File: src/rtl/full_adder_tgl_seq.sv
// Bit-serial sequencer driving one two-phase dual-rail full adder, LSB first.
// Optional WAIT-state watchdog enabled by defining FA_SEQ_TIMEOUT_EN.
`timescale 1ns/1ps
module full_adder_tgl_seq #(
  parameter int unsigned WIDTH       = 8,
  parameter int unsigned SYNC_STAGES = 2,
  parameter int unsigned TIMEOUT     = 63
) (
  input  logic             clk,
  input  logic             rst,
  input  logic             in_valid,
  output logic             in_ready,
  input  logic [WIDTH-1:0] in_a,
  input  logic [WIDTH-1:0] in_b,
  input  logic             in_cin,
  output logic             out_valid,
  input  logic             out_ready,
  output logic [WIDTH-1:0] out_sum,
  output logic             out_cout,
  output logic             out_err,
  output logic             fa_rst,
  output logic [1:0]       fa_a,
  output logic [1:0]       fa_b,
  output logic [1:0]       fa_cin,
  input  logic [1:0]       fa_s,
  input  logic [1:0]       fa_cout
);

  localparam int unsigned IdxW   = (WIDTH > 1) ? $clog2(WIDTH) : 1;
  localparam int unsigned CntMax = (TIMEOUT > SYNC_STAGES) ? TIMEOUT : SYNC_STAGES;
  localparam int unsigned CntW   = $clog2(CntMax + 1);
  localparam logic [IdxW-1:0] LastIdx   = IdxW'(WIDTH - 1);
  localparam logic [CntW-1:0] FlushLast = CntW'(SYNC_STAGES);

  typedef enum logic [2:0] {StIdle, StIssue, StWait, StDone, StFlush} state_e;

  state_e           r_state;
  logic             r_in_ready, r_out_valid, r_out_cout, r_out_err, r_fa_rst;
  logic [WIDTH-1:0] r_out_sum, r_a, r_b, r_acc;
  logic [1:0]       r_fa_a, r_fa_b, r_fa_cin, r_s_ref, r_c_ref;
  logic             r_carry;
  logic [IdxW-1:0]  r_idx;
  logic [CntW-1:0]  r_cnt;
  logic [1:0]       r_s_sync [SYNC_STAGES];
  logic [1:0]       r_c_sync [SYNC_STAGES];

  logic [1:0]       w_s_new, w_c_new, w_s_diff, w_c_diff;
  logic             w_s_one, w_c_one, w_go_flush, w_timeout;
  logic [1:0]       w_a_tgl, w_b_tgl, w_cin_tgl;
  logic [WIDTH-1:0] w_acc_next;

  // Adder outputs are asynchronous; plain multi-flop synchronisers per rail pair.
  always_ff @(posedge clk) begin
    if (rst) begin
      for (int i = 0; i < SYNC_STAGES; i++) begin
        r_s_sync[i] <= 2'b00;
        r_c_sync[i] <= 2'b00;
      end
    end else begin
      r_s_sync[0] <= fa_s;
      r_c_sync[0] <= fa_cout;
      for (int i = 1; i < SYNC_STAGES; i++) begin
        r_s_sync[i] <= r_s_sync[i-1];
        r_c_sync[i] <= r_c_sync[i-1];
      end
    end
  end

  assign w_s_new  = r_s_sync[SYNC_STAGES-1];
  assign w_c_new  = r_c_sync[SYNC_STAGES-1];
  assign w_s_diff = w_s_new ^ r_s_ref;
  assign w_c_diff = w_c_new ^ r_c_ref;
  assign w_s_one  = ^w_s_diff;
  assign w_c_one  = ^w_c_diff;

`ifdef FA_SEQ_TIMEOUT_EN
  localparam logic [CntW-1:0] TimeoutLast = CntW'(TIMEOUT);
  assign w_timeout = (r_cnt == TimeoutLast);
`else
  assign w_timeout = 1'b0;
`endif

  assign w_go_flush = (&w_s_diff) || (&w_c_diff) || (w_timeout && !(w_s_one && w_c_one));

  // Value v is encoded by toggling rail[v].
  assign w_a_tgl   = r_a[r_idx] ? 2'b10 : 2'b01;
  assign w_b_tgl   = r_b[r_idx] ? 2'b10 : 2'b01;
  assign w_cin_tgl = r_carry    ? 2'b10 : 2'b01;

  always_comb begin
    w_acc_next        = r_acc;
    w_acc_next[r_idx] = w_s_diff[1];
  end

  always_ff @(posedge clk) begin
    if (rst) begin
      r_state     <= StIdle;
      r_in_ready  <= 1'b1;
      r_out_valid <= 1'b0;
      r_out_sum   <= '0;
      r_out_cout  <= 1'b0;
      r_out_err   <= 1'b0;
      r_fa_rst    <= 1'b1;
      r_fa_a      <= 2'b00;
      r_fa_b      <= 2'b00;
      r_fa_cin    <= 2'b00;
      r_s_ref     <= 2'b00;
      r_c_ref     <= 2'b00;
      r_a         <= '0;
      r_b         <= '0;
      r_acc       <= '0;
      r_carry     <= 1'b0;
      r_idx       <= '0;
      r_cnt       <= '0;
    end else begin
      r_fa_rst <= 1'b0;
      unique case (r_state)
        StIdle: begin
          if (in_valid) begin
            r_a        <= in_a;
            r_b        <= in_b;
            r_carry    <= in_cin;
            r_idx      <= '0;
            r_in_ready <= 1'b0;
            r_state    <= StIssue;
          end
        end
        StIssue: begin
          r_fa_a   <= r_fa_a ^ w_a_tgl;
          r_fa_b   <= r_fa_b ^ w_b_tgl;
          r_fa_cin <= r_fa_cin ^ w_cin_tgl;
          r_cnt    <= '0;
          r_state  <= StWait;
        end
        StWait: begin
          if (w_go_flush) begin
            r_fa_rst <= 1'b1;
            r_fa_a   <= 2'b00;
            r_fa_b   <= 2'b00;
            r_fa_cin <= 2'b00;
            r_s_ref  <= 2'b00;
            r_c_ref  <= 2'b00;
            r_cnt    <= '0;
            r_state  <= StFlush;
          end else if (w_s_one && w_c_one) begin
            r_acc   <= w_acc_next;
            r_carry <= w_c_diff[1];
            r_s_ref <= w_s_new;
            r_c_ref <= w_c_new;
            if (r_idx == LastIdx) begin
              r_out_sum   <= w_acc_next;
              r_out_cout  <= w_c_diff[1];
              r_out_err   <= 1'b0;
              r_out_valid <= 1'b1;
              r_state     <= StDone;
            end else begin
              r_idx   <= r_idx + IdxW'(1);
              r_state <= StIssue;
            end
          end else begin
            r_cnt <= r_cnt + CntW'(1);
          end
        end
        StFlush: begin
          if (r_cnt == FlushLast) begin
            r_out_sum   <= '0;
            r_out_cout  <= 1'b0;
            r_out_err   <= 1'b1;
            r_out_valid <= 1'b1;
            r_state     <= StDone;
          end else begin
            r_fa_rst <= 1'b1;
            r_cnt    <= r_cnt + CntW'(1);
          end
        end
        StDone: begin
          if (out_ready) begin
            r_out_valid <= 1'b0;
            r_in_ready  <= 1'b1;
            r_state     <= StIdle;
          end
        end
        default: r_state <= StIdle;
      endcase
    end
  end

  assign in_ready  = r_in_ready;
  assign out_valid = r_out_valid;
  assign out_sum   = r_out_sum;
  assign out_cout  = r_out_cout;
  assign out_err   = r_out_err;
  assign fa_rst    = r_fa_rst;
  assign fa_a      = r_fa_a;
  assign fa_b      = r_fa_b;
  assign fa_cin    = r_fa_cin;

endmodule

File: config.mk
export PLATFORM = sky130hd
export DESIGN_NAME = full_adder_tgl_seq
export DESIGN_NICKNAME = d
export VERILOG_FILES = /design/src/rtl/full_adder_tgl_seq.sv
export SDC_FILE = /design/constraint.sdc
export NUM_CORES = 1
export LEC_CHECK = 0
export CAP_MARGIN = 20
export CORE_ASPECT_RATIO = 0.7
export CORE_UTILIZATION = 50
export DETAILED_ROUTE_END_ITERATION = 8
export PLACE_DENSITY = 0.81
export SLEW_MARGIN = 40
export SYNTH_ARGS = -nofsm -noshare
export SYNTH_HDL_FRONTEND = slang
export SYNTH_SLANG_ARGS = --single-unit
File: constraint.sdc
create_clock -name clk -period 5.25 [get_ports clk]
set_clock_uncertainty 0.15 [all_clocks]
set_input_delay 1.575 -clock clk [delete_from_list [all_inputs] [get_ports clk]]
set_output_delay 1.575 -clock clk [all_outputs]
set_load 0.02 [all_outputs]
==> summary.txt <==
Run status
  • Status: finished clean

Floorplan
  • Die height: 67.9 um
  • Die ar.: 0.00654 mm^2
  • Core ar.: 0.00584 mm^2
  • Number of I/O pins: 44
  • Row cnt: 23
  • DIE WIDTH: 96.2 um
  • Initial Util: 53.2%

Yosys
  • Avg Inst Size Synth: 9.08 um^2
  • Synthesis-stage register bit count: 68
  • Unique cell type count in the Yosys netlist: 54
  • Main flop type after synthesis: dfxtp_1
  • Cell Area, Synth: 0.00311 mm^2
  • Ys Warns: 0
  • Syn Nets: 373
  • Async set-reset flop share out of synthesis: 0%
  • Cells after Synth: 342
  • Sequential area share after synthesis: 43.8%
  • Post-synth EDFFs: 0

Worst setup path
  • Crit path required time: 3.53 ns
  • CP max FO: 3
  • Critical Path AT: 1.34 ns
  • Critical setup path kind: reg -> out
  • CP startpoint kind: flop
  • R2r setup slk: 2.21 ns
  • Crit path largest cell delay: 0.62 ns
  • Crit-path slowest cell: clkdlybuf4s50_1
  • CP endpoint kind: output port
  • CP delay by family, top: buffers and inverters
  • CP Cell Sequence: clkdlybuf4s50_1
  • CP Buf/Inv Count: 1

STA
  • FMAX: 0.326 GHz
  • Slew Viols, Final: 0
  • RSZ-0062 raised after global routing: no
  • Relative slew slack: 42.7%
  • Setup ws final: 2.18 ns
  • Setup TNS Final: 0 ns
  • Worst-margin pin slew: 0.848 ns
  • Final hold vios: 0
  • Final setup vio count: 0
  • Final min period: 3.07 ns
  • Crit share post-route: 58.5%
  • Hold_ws: 0.285 ns

Clock tree
  • Htree depth: 3
  • CTS buffer count: 9
  • Clock latency on the worst-skew pair: 0.35 ns
  • Clk slew on worst S/H paths: 0.07 ns
  • CTS sink cnt: 68
  • # resized after CTS: 0
  • Setup repair bufs after CTS: 0
  • Clock tree buffer depth: 2
  • # hold bufs at CTS: 0
  • CTS tree: built
  • Clock root buffer: clkbuf_8

Place
  • Pre-CTS WS: 1.87 ns
  • Port Buf Inserts: 43
  • Hpwl dp: 4710 um
  • Routability cong.: 0.817

Power
  • Leakage: 1.38 nW
  • P per Cell Area: 302 mW/mm^2
  • Peak supply drop: 0.000195 V

Min path
  • Hold WC Path Type: reg -> reg

Finish
  • Layout cells sized above 1: 8.47%
  • Fin nets: 406
  • Layout area overhead: 20.4%
  • Antenna fix cells: 0

Routing
  • Total number of vias: 2664
  • Remaining antenna violation count: 0
  • DRT iter0 DRCs: 282
  • Pre-Repair DR Iteration Count: 4
  • Via density: 5.88
  • DR WL/cell: 15.6 um
  • Routed WL: 7050 um
  • Detailed-route DRC error count: 0

Flow run
  • Reported max-cap violation count: 0

Global routing
  • Vias in the first global route: 2449
  • GRT overflow: 0
  • All-Layer GR Usage: 24.3%
  • Largest net degree at the start of global routing: 30
  • First-pass GRT wire length: 11900 um
  • Initial antenna violation count: 0
layout make-up:
type	instances	area, um^2
clock buffer	12	155
clock inverter	2	35.0
fill	505	2100
inverter	6	22.5
multi-input combinational	243	1610
sequential	68	1360
tap	75	93.8
timing repair buffer	47	460
final timing paths:
check | start | end | cells past startpoint
max reg2reg | r_s_ref[1] | out_sum[6] | 6
min | r_s_sync[0][0] | r_s_sync[0][2] | 1
max | fa_a[0] | fa_a[0] | 1
min reg2reg | r_s_sync[0][0] | r_s_sync[0][2] | 1
cell families (layout without fill, tap and decap cells):
| family | after synthesis | in the layout | synth area share (%) |
|---|---|---|---|
| and+or+nand+nor | 120 | 120 | 20.1 |
| xor gates and xnor gates | 4 | 4 | 1.13 |
| adders and majority gates | 6 | 6 | 2.42 |
| buffers and inverters | 31 | 67 | 4.35 |
| AOI/OAI and AO/OA | 95 | 95 | 20.4 |
| muxes | 18 | 18 | 7.78 |
| DFF | 68 | 68 | 43.8 |
cells in the final DEF, fill, tap and decap left out, drive strengths merged, types with 4 or more instances in the layout:
cell type and count:
a22oi 4, nand2 57, nor3b 4, nor3 7, nor2b 11, clkbuf 12, a211o 5, nand3 9
mux2i 5, o31ai 6, ha 6, a32o 9, o21ai 6, inv 5, nor2 10, a31oi 5
mux4 4, or4 5, a21oi 40, clkdlybuf4s50 43, o211ai 6, buf 4, mux2 9, dfxtp 68
synth_stat cells (5+ instances only):
master | n | share of area, %
nor3_1 | 7 | 1.1
a32o_1 | 9 | 2.9
clkbuf_1 | 18 | 2.2
mux2_2 | 5 | 1.8
nand2_1 | 57 | 6.9
nor2b_1 | 11 | 2.2
o31ai_1 | 6 | 1.5
or4_1 | 5 | 1.2
o211ai_1 | 6 | 1.5
a31oi_1 | 5 | 1.0
nand3_1 | 9 | 1.5
nor2_1 | 10 | 1.2
ha_1 | 6 | 2.4
a21oi_1 | 40 | 6.4
a211o_1 | 5 | 1.4
dfxtp_1 | 68 | 44
mux2i_1 | 5 | 1.6
layer usage:
layer / share of wire [%] / vias up / GRT usage (%)
met3: 6.4 / 9 / 7.11
li1: - / 1313 / -
met4: 0.96 / 0 / 8.02
met2: 45 / 84 / 37.4
met5: 0 / - / 0
met1: 48 / 1258 / 32.8
power by group:
part	switching, mW	internal (mW)
clock network	0.186	0.239
logic	0.0773	0.0672
registers	0.0217	0.539
total	0.285	0.846
through the flow:
step                utilization (%)  total power [mW]  area (um^2)  cells
CTS                            64.0              1.14         3740    453
detailed placement             60.7             0.714         3550    439
global route                   64.0              1.18         3740    453
floorplan                         -             0.661         3110    342
finish                         64.0              1.13         3740    453
global placement               60.7             0.710         3550    439
state kept, by name, indices dropped and copies added (netlist names), 2 cells and up:
| name | cells |
|---|---|
| r_c_ref | 2 |
| r_c_sync | 4 |
| r_cnt | 6 |
| fa_cin | 2 |
| r_s_sync | 4 |
| fa_b | 2 |
| r_s_ref | 2 |
| fa_a | 2 |
| r_a | 8 |
| out_sum | 8 |
| r_state | 3 |
| r_idx | 3 |
| r_b | 8 |
| r_acc | 8 |
Note: power is estimated with default switching activity, not from simulation.
==> RTL edit 1: new RTL, config.mk and constraints unchanged <==
Re-encode `state_e` (5 states) as one-hot, 5 bits wide.
--- a/src/rtl/full_adder_tgl_seq.sv
+++ b/src/rtl/full_adder_tgl_seq.sv
@@ -33,5 +33,5 @@
   localparam logic [CntW-1:0] FlushLast = CntW'(SYNC_STAGES);
 
-  typedef enum logic [2:0] {StIdle, StIssue, StWait, StDone, StFlush} state_e;
+  typedef enum logic [4:0] {StIdle = 5'b00001, StIssue = 5'b00010, StWait = 5'b00100, StDone = 5'b01000, StFlush = 5'b10000} state_e;
 
   state_e           r_state;
Check against the original RTL: no difference found for any inputs over 10 cycles, from zero or initial values and one cycle with rst high; not proved beyond that.
==> RTL edit 1 against the original RTL <==
Sequential cell count increased by 2; largest cell class unchanged; synthesized area up 3.0%; wire length increased by 0.26%; design area grew 2.5%; final cell count rose by 3.1%; setup slack lost 13 ps; count of clock-buffer cells in the layout grew 1; power increased by 2.9%; global-route usage shrank 2.5 points.
==> RTL edit 1: results <==
{
  "status": "complete, no violations",
  "rr_worst_depth": 8,
  "synth_nets": 385,
  "grt_start_max_net_pins": 46,
  "fin_nets": 418,
  "max_slew_margin_pct": 52.0,
  "place_area_sq_mm": 0.00363,
  "post_drt_wl_per_cell_um": 15.1,
  "synth_edf_count": 0,
  "cp.arrival_ps": 1360,
  "drive_gt1_share_pct": 8.93,
  "grt_usage_pct": 21.8,
  "wl_met3_um": 521,
  "use_met3_pct": 6.75,
  "grt_pass1_wl_mm": 11.3,
  "grtUsageMet2_pct": 35.1,
  "wirelength_mm": 7.07,
  "grt_pass1_vias": 2387,
  "dp_hpwl_mm": 4.80,
  "use_met1_pct": 27.8,
  "power.leakage_nw": 1.40,
  "pre_cts_slack_ps": 1810,
  "ys_top_cells_by_area": "dfxtp_1 (44%), mux2i_1 (8.1%), nor2_1 (5.5%)",
  "dp_cells": 451,
  "met1_length_mm": 3.34,
  "ir_drop_mv": 0.155,
  "postCtsSetupBuffers": 0,
  "synth_compound_area_share_pct": 13.3,
  "synth.area.mux_share_pct": 10.6,
  "synth_xor_area_share_pct": 1.92,
  "globalplace.congestion": 0.832,
  "synth_cells": 354,
  "synth_common_cells": "dfxtp_1 (70), nor2_1 (47), mux2i_1 (26)"
}
-- RTL edit 1: where the power goes --
part	internal [mW]	switching, mW
clock network	0.245	0.196
logic	0.0703	0.0775
registers	0.556	0.0191
-- RTL edit 1: layout make-up --
type	instances	area, sq um
Timing Repair Buffer	45	440
Tap cell	75	93.8
Inverter	4	15.0
Clock inverter	3	42.5
Sequential cell	70	1400
Fill cell	483	2100
Clock buffer	13	159
Multi-Input combinational cell	257	1680
-- RTL edit 1: worst paths after layout --
| kind | start | slack (ps) | endpoint |
|---|---|---|---|
| max | fa_a[0]$_SDFFE_PP0P_ | 2170 | fa_a[0] |
| min | r_c_sync[0][0]$_SDFF_PP0_ | 290 | r_c_sync[0][2]$_SDFF_PP0_ |
| max reg2reg | r_c_ref[1]$_SDFFE_PP0P_ | 2470 | r_cnt[4]$_SDFFE_PP0P_ |
| min reg2reg | r_c_sync[0][0]$_SDFF_PP0_ | 290 | r_c_sync[0][2]$_SDFF_PP0_ |
==> RTL edit 2: new RTL, config.mk and constraints unchanged <==
Without the edit above. Build with the macro `FA_SEQ_TIMEOUT_EN` defined.
--- a/src/rtl/full_adder_tgl_seq.sv
+++ b/src/rtl/full_adder_tgl_seq.sv
@@ -2,4 +2,6 @@
 // Optional WAIT-state watchdog enabled by defining FA_SEQ_TIMEOUT_EN.
 `timescale 1ns/1ps
+`define FA_SEQ_TIMEOUT_EN
+
 module full_adder_tgl_seq #(
   parameter int unsigned WIDTH       = 8,
Behaviour: no difference found for any inputs over 10 cycles, from zero or initial values and one cycle with rst high; that may be too few to reach the edited logic, so the function may still have changed.
==> RTL edit 2 against the original RTL <==
The run now ends with DRC left; synthesized cell count increased by 6.1%; fmax decreased by 11%; wire length decreased by 0.48%; first-iteration DRC count decreased by 44%; core utilization about the same; clock power decreased by 2%; power increased by 2.8%; register-to-register slack got worse by 230 ps; sequential cell count unchanged; sequential share of layout area decreased by 0.75 points; design area increased by 2.0%; setup slack got worse by 390 ps; synthesized area increased by 3.1%; largest cell class unchanged.
==> RTL edit 2: results <==
{
  "pre_cts_slack_ps": 1440,
  "yosysSeqAreaShare_pct": 42.5,
  "rr_worst_depth": 7,
  "ir_drop_mv": 0.162,
  "power.leakage_nw": 1.40,
  "dp_hpwl_mm": 4.76,
  "violations": "DRC",
  "drive_gt1_share_pct": 9.70,
  "critPathLaunch": "in_valid",
  "synth_nets": 394,
  "r2r_slack_ps": 1980,
  "critPathMaxStageDelay_ps": 770,
  "cp.arrival_ps": 3590,
  "wirelength_mm": 7.02,
  "synth_common_cells": "dfxtp_1 (68), nand2_1 (50), nor2_1 (48)",
  "grt_pass1_vias": 2396,
  "first_iter_violations": 158,
  "place_area_sq_mm": 0.00362,
  "finalCritPeriodShare_pct": 65.9,
  "drtPass1Iterations": 7,
  "max_slew_margin_pct": 48.4,
  "drcViolationCount": 6,
  "whs_ps": 287,
  "finalNonFillerCells": 477,
  "status": "complete, but fails checks",
  "ys_top_cells_by_area": "dfxtp_1 (43%), mux2i_1 (7.2%), a21oi_1 (5.9%)",
  "rr_startpoint": "r_s_sync[0][3]$_SDFF_PP0_",
  "synth_cells": 363,
  "dp_cells": 462,
  "globalplace.congestion": 0.808,
  "timing.rr.end": "out_sum[3]$_SDFFE_PP0P_"
}
[RTL edit 2: cell types whose count changed in the layout (fill, tap and decap cells not counted), moves of 6 or more]
cell and change:
nor2_1 +38, a32o_1 -9, or3_1 +6, and2_1 +6
mux2i_1 +18, nand2_1 -7
[RTL edit 2: worst max path at each step]
stage / end / cells after the start
6_report: r_idx[0]$_SDFFE_PP0P_ / 6
5_1_grt: out_sum[7]$_SDFFE_PP0P_ / 7
4_1_cts: r_idx[0]$_SDFFE_PP0P_ / 6
3_5_place_dp: r_idx[0]$_SDFFE_PP0P_ / 6
3_3_place_gp: r_idx[0]$_SDFFE_PP0P_ / 6
2_1_floorplan: r_idx[0]$_SDFFE_PP0P_ / 6
[RTL edit 2: final cells by class]
type / instances / share of cell area, %
Sequential cell: 68 / 35.7
Timing Repair Buffer: 44 / 11.4
Inverter: 8 / 0.787
Multi-Input combinational cell: 267 / 44.7
Clock buffer: 10 / 3.61
Tap cell: 75 / 2.46
Clock inverter: 5 / 1.38
[RTL edit 2: per-layer routing]
metal  global-route usage (%)  share of wire, %  up-vias
met5                        0                 0        -
met4                     8.52               1.5        0
met3                     7.26               5.3       11
met2                     36.6                46       60
met1                     26.6                47     1212
li1                         -                 -     1318
[RTL edit 2: power by group]
group | internal, mW | switching [mW]
Sequential | 0.541 | 0.0286
Combinational | 0.0803 | 0.0944
Clock | 0.227 | 0.190
[RTL edit 2: cell families (layout without fill, tap and decap cells)]
logic type	Yosys count	count (layout)	synth area share, %
flops	68	68	42.5
compound gates	72	72	14.5
buf+inv	28	67	4.46
mux	26	26	9.07
xor+xnor	6	6	1.64
fa+ha+maj	6	6	2.35
simple gates	157	157	25.4
